File: config.mk
export PLATFORM = sky130hd
export DESIGN_NAME = sr_latch_driver
export DESIGN_NICKNAME = d
export VERILOG_FILES = /design/src/rtl/sr_latch_driver.sv
export SDC_FILE = /design/constraint.sdc
export NUM_CORES = 1
export LEC_CHECK = 0
export CAP_MARGIN = 15
export CORE_MARGIN = 2
export CORE_UTILIZATION = 40
export CTS_CLUSTER_SIZE = 10
export DETAILED_ROUTE_END_ITERATION = 8
export PLACE_DENSITY = 0.64
export SYNTH_ARGS = -nofsm -noshare
export SYNTH_HDL_FRONTEND = slang
export SYNTH_SLANG_ARGS = --single-unit
File: constraint.sdc
create_clock -name clk -period 2.5 [get_ports clk]
set_clock_uncertainty 0.2 [all_clocks]
set_input_delay 0.375 -clock clk [delete_from_list [all_inputs] [get_ports clk]]
set_output_delay 0.375 -clock clk [all_outputs]
set_load 0.005 [all_outputs]
File: src/rtl/sr_latch_driver.sv
// Command-side driver for a gated SR latch: accepts set/reset commands, emits an
// enable-gated S or R pulse, then confirms the level from Q/Q_n feedback.
module sr_latch_driver #(
  parameter int PULSE_W = 2,
  parameter int TIMEOUT = 8,
  parameter int CNT_W   = 4
) (
  input  logic clk,
  input  logic rst,
  input  logic cmd_valid,
  input  logic cmd_set,
  output logic cmd_ready,
  input  logic err_clr,
  input  logic q_fb,
  input  logic q_n_fb,
  output logic latch_S,
  output logic latch_R,
  output logic latch_en,
  output logic busy,
  output logic done,
  output logic err
);

  typedef enum logic [1:0] {ST_IDLE, ST_DRIVE, ST_CONFIRM, ST_ERROR} state_t;

  localparam logic [CNT_W-1:0] PULSE_LAST  = CNT_W'(PULSE_W - 1);
  localparam logic [CNT_W-1:0] TIMEOUT_LIM = CNT_W'(TIMEOUT);

  state_t           r_state, w_state_nxt;
  logic [CNT_W-1:0] r_cnt, w_cnt_nxt, w_cnt_inc;
  logic             r_target, w_target_nxt;
  logic             w_done_nxt;
  logic             w_accept, w_cmd_noop, w_fb_match;
  logic             r_cmd_ready, r_busy, r_done, r_err;
  logic             r_latch_s, r_latch_r, r_latch_en;

  assign w_accept   = cmd_valid && r_cmd_ready;
  // Invalid feedback (q_fb == q_n_fb) can never satisfy either comparison.
  assign w_cmd_noop = (q_fb == cmd_set) && (q_n_fb == !cmd_set);
  assign w_fb_match = (q_fb == r_target) && (q_n_fb == !r_target);
  assign w_cnt_inc  = r_cnt + 1'b1;

  always_comb begin
    w_state_nxt  = r_state;
    w_cnt_nxt    = r_cnt;
    w_target_nxt = r_target;
    w_done_nxt   = 1'b0;
    unique case (r_state)
      ST_IDLE: begin
        if (w_accept) begin
          w_target_nxt = cmd_set;
          if (w_cmd_noop) begin
            w_done_nxt = 1'b1;
          end else begin
            w_state_nxt = ST_DRIVE;
            w_cnt_nxt   = '0;
          end
        end
      end
      ST_DRIVE: begin
        if (r_cnt == PULSE_LAST) begin
          w_state_nxt = ST_CONFIRM;
          w_cnt_nxt   = '0;
        end else begin
          w_cnt_nxt = w_cnt_inc;
        end
      end
      ST_CONFIRM: begin
        if (w_fb_match) begin
          w_state_nxt = ST_IDLE;
          w_cnt_nxt   = '0;
          w_done_nxt  = 1'b1;
        end else begin
          w_cnt_nxt = w_cnt_inc;
          if (w_cnt_inc == TIMEOUT_LIM) begin
            w_state_nxt = ST_ERROR;
          end
        end
      end
      ST_ERROR: begin
        if (err_clr) begin
          w_state_nxt = ST_IDLE;
          w_cnt_nxt   = '0;
        end
      end
      default: begin
        w_state_nxt = ST_IDLE;
        w_cnt_nxt   = '0;
      end
    endcase
  end

  // Outputs are registered from the next state so the first drive cycle
  // directly follows the accept edge and S/R can never glitch together.
  always_ff @(posedge clk) begin
    if (rst) begin
      r_state     <= ST_IDLE;
      r_cnt       <= '0;
      r_cmd_ready <= 1'b1;
      r_busy      <= 1'b0;
      r_done      <= 1'b0;
      r_err       <= 1'b0;
      r_latch_en  <= 1'b0;
      r_latch_s   <= 1'b0;
      r_latch_r   <= 1'b0;
    end else begin
      r_state     <= w_state_nxt;
      r_cnt       <= w_cnt_nxt;
      r_cmd_ready <= (w_state_nxt == ST_IDLE);
      r_busy      <= (w_state_nxt != ST_IDLE);
      r_done      <= w_done_nxt;
      r_err       <= (w_state_nxt == ST_ERROR);
      r_latch_en  <= (w_state_nxt == ST_DRIVE);
      r_latch_s   <= (w_state_nxt == ST_DRIVE) && w_target_nxt;
      r_latch_r   <= (w_state_nxt == ST_DRIVE) && !w_target_nxt;
    end
  end

  always_ff @(posedge clk) begin
    r_target <= w_target_nxt;
  end

  assign cmd_ready = r_cmd_ready;
  assign busy      = r_busy;
  assign done      = r_done;
  assign err       = r_err;
  assign latch_en  = r_latch_en;
  assign latch_S   = r_latch_s;
  assign latch_R   = r_latch_r;

endmodule

==> impl_metrics.yaml <==
status:
  status: "complete, no violations"
power:
  power.density_mw_per_mm2: 537
  power_uw: 523
  p_leak_nw: 0.382
  ir_worst_vdd_uv: 477
worst_setup_path:
  crit_path_start_kind: "flop"
  r2r.worst_path.cells: 6
  path_buf_inv: 1
  critPathCaptureType: "flop"
  rr_endpoint: "latch_S"
  cp_data_arrival_time_ns: 2.29
  worstPathMaxFanout: 8
  rr_startpoint: "r_state[0]"
  crit_chain: "inv_1, ha_1, nand4b_1, or3_1, a221o_1, and3b_1"
  cpMaxStageDelayCell: "dfxtp_1"
  critPathMaxStageDelay_ns: 0.41
  crit_family: "simple AND/OR/NAND/NOR gates"
  critPathLaunch: "r_state[0]"
  r2r_slack_ns: 0.24
  required_ns: 2.53
  crit_type: "flop to flop"
cts:
  clkLatencyLatePin_ns: 0.28
  cts_tree: "built"
  clk_pin_slew_ns: 0.08
  h-tree-depth: 1
  clkSinkCount: 14
  post_cts_resized: 0
  holdBufCountCts: 0
  clockBufferDepth: 2
  cts_root_buf: "clkbuf_4"
  postCtsSetupRepairBufs: 0
  numCtsBuffers: 3
timing:
  worst_pin_slew_ns: 0.514
  fin_crit_ns: 2.26
  relSlewSlack_pct: 65.7
  hold_viol: 0
  fin_ws_ns: 0.240
  timing.final.crit_share_pct: 90.4
  setup_tns_ns: 0
  setup_viol: 0
  slew_viol_final: 0
  timing.fmax_ghz: 0.443
  rsz0062_at_grt: "no"
logic_synthesis:
  synth_top_area_share_pct: 37.0
  async_flop_share_pct: 0
  synthDistinctLibCells: 33
  ys_seq_area_share_pct: 37.0
  synth_enable_flop_cells: 0
  synth_largest_area_cell: "dfxtp_1"
  yosysWarnings: 0
  synth_cells: 84
  synthFlopType: "dfxtp_1"
  ys_top_cells_by_area: "dfxtp_1 (37%), ha_1 (9.9%), inv_1 (4.0%), nor2_1 (4.0%), nor3b_1 (4.0%)"
  synth_seq_cells: 14
  syn_nets: 97
  synthesis.area_um2: 758
  synthesis.area_per_instance_um2: 9.03
floorplan:
  rows: 15
  pin_count: 14
  initial_core_util_pct: 43.0
  chipHeight_um: 47.5
  fp.dieArea_mm2: 0.00226
  core_mm2: 0.00176
  chipWidth_um: 47.5
layout:
  fin_util_pct: 55.2
  fill_cells: 181
  instances_no_fill: 128
  fin_nets: 117
  diodes: 0
  largest_register_ffs: 4
  reg_top3: "r_cnt x4, r_state x2"
  syn2layout_area_growth_pct: 28.5
  drive_gt1_share_pct: 8.74
  largest-register: "r_cnt"
global_route:
  grt_overflow: 0
  top_usage_layer: "met2"
  antenna_found_initial: 0
  grt_pass1_wl_um: 2410
  grtUsageMet1_pct: 16.7
  grt_util_all_layers_pct: 15.1
  globalRouteMet2Util_pct: 27.6
  grt_max_degree: 9
  grt_pass1_vias: 613
  grt_use_met3_pct: 5.66
min_path:
  hold_end: "r_cnt[2]"
  hold_depth: 2
  hp-class: "flop to flop"
  min-delay-start: "r_cnt[2]"
routing:
  route.detailed.drc: 0
  avgRoutedWirePerCell_um: 12.0
  ant_nets: 0
  vias_per_cell: 5.23
  dr.pass1.iters: 4
  wl_um: 1530
  drtIter0Drc: 6
  vias: 670
placed_design:
  place.gp.congestion: 0.774
  pre_cts_ws_ns: 0.00667
  io_buffers: 13
  hpwl_um: 1230
  placed_cells: 124
flow_run:
  cap_violations: 0
routing by layer:
| layer | routed length, um | vias to the layer above |
|---|---|---|
| li1 | - | 343 |
| met1 | 699 | 312 |
| met2 | 748 | 13 |
| met3 | 77 | 2 |
| met4 | 6 | 0 |
| met5 | 0 | - |
synth_stat cells, types with 2 or more instances:
| cell type | number |
|---|---|
| ha_1 | 6 |
| nand3b_1 | 3 |
| inv_1 | 8 |
| nor3b_1 | 4 |
| nand2_1 | 7 |
| nand3_1 | 2 |
| nor2_1 | 8 |
| o21ai_0 | 3 |
| or3b_1 | 2 |
| nor2b_1 | 2 |
| a21oi_1 | 2 |
| dfxtp_1 | 14 |
| nand4b_1 | 2 |
| o21a_1 | 2 |
kinds of logic after synthesis:
kind of cell	Yosys count	synth area share, %
AOI/OAI and AO/OA	17	17.7
xor gates and xnor gates	1	1.16
adders and majority gates	6	9.90
buffers and inverters	9	4.46
DFF	14	37.0
muxes	1	1.32
and+or+nand+nor	36	28.6
worst min-delay path, cell delays in order, from the launching register on:
cell and delay [ns]:
dfxtp_1 0.35, o21ai_0 0.08, a21oi_1 0.06
worst max path at each step:
stage / end / slack (ns) / cells past startpoint
2_1_floorplan: latch_S / 0.46 / 6
3_3_place_gp: latch_S / 0.04 / 5
3_5_place_dp: latch_S / 0.007 / 5
4_1_cts: latch_S / 0.25 / 6
5_1_grt: r_cnt[2] / 0.04 / 7
6_report: latch_S / 0.24 / 6
cell type report:
| class | count | area (um^2) | share of cell area (%) |
|---|---|---|---|
| multi-input cells | 61 | 444 | 45.6 |
| flip-flops and latches | 14 | 280 | 28.8 |
| well taps | 25 | 31.3 | 3.21 |
| inverters | 8 | 30.0 | 3.08 |
| repair buffers | 16 | 153 | 15.7 |
| clock buffers | 4 | 36.3 | 3.72 |
through the flow:
stage / hold slack, ns / area [um^2]
after floorplan: 0.281 / 758
after global placement: 0.314 / 938
after detailed placement: 0.325 / 938
after CTS: 0.338 / 975
after global routing: 0.388 / 975
final: 0.336 / 975
report_power, final:
group	leakage [nW]	total (mW)	internal (mW)	switching, mW
logic	0.247	0.110	0.0593	0.0511
clock network	0.0210	0.161	0.0887	0.0719
registers	0.114	0.253	0.240	0.0122
cells in the final DEF, fill, tap and decap left out:
| cell type | Yosys | final |
|---|---|---|
| a211oi_1 | 1 | 1 |
| a21bo_2 | 1 | 1 |
| a21oi_1 | 2 | 2 |
| a221o_1 | 1 | 1 |
| a221oi_2 | 1 | 1 |
| a22oi_1 | 1 | 1 |
| a32oi_1 | 1 | 1 |
| a41o_1 | 1 | 1 |
| and2b_1 | 1 | 1 |
| and3b_1 | 1 | 1 |
| and4b_1 | 1 | 1 |
| buf_4 | 0 | 3 |
| clkbuf_4 | 0 | 3 |
| clkbuf_8 | 0 | 1 |
| clkdlybuf4s50_1 | 0 | 13 |
| dfxtp_1 | 14 | 14 |
| ha_1 | 6 | 6 |
| inv_1 | 8 | 8 |
| mux2i_1 | 1 | 1 |
| nand2_1 | 7 | 7 |
| nand3_1 | 2 | 2 |
| nand3b_1 | 3 | 3 |
| nand4_1 | 1 | 1 |
| nand4b_1 | 2 | 2 |
| nand4bb_1 | 1 | 1 |
| nor2_1 | 8 | 8 |
| nor2b_1 | 2 | 2 |
| nor3b_1 | 4 | 4 |
| o2111ai_1 | 1 | 1 |
| o211a_1 | 1 | 1 |
| o21a_1 | 2 | 2 |
| o21ai_0 | 3 | 3 |
| o22ai_1 | 1 | 1 |
| or3_1 | 1 | 1 |
| or3b_1 | 2 | 2 |
| xor2_1 | 1 | 1 |
Power figures use the tool's default switching activity.
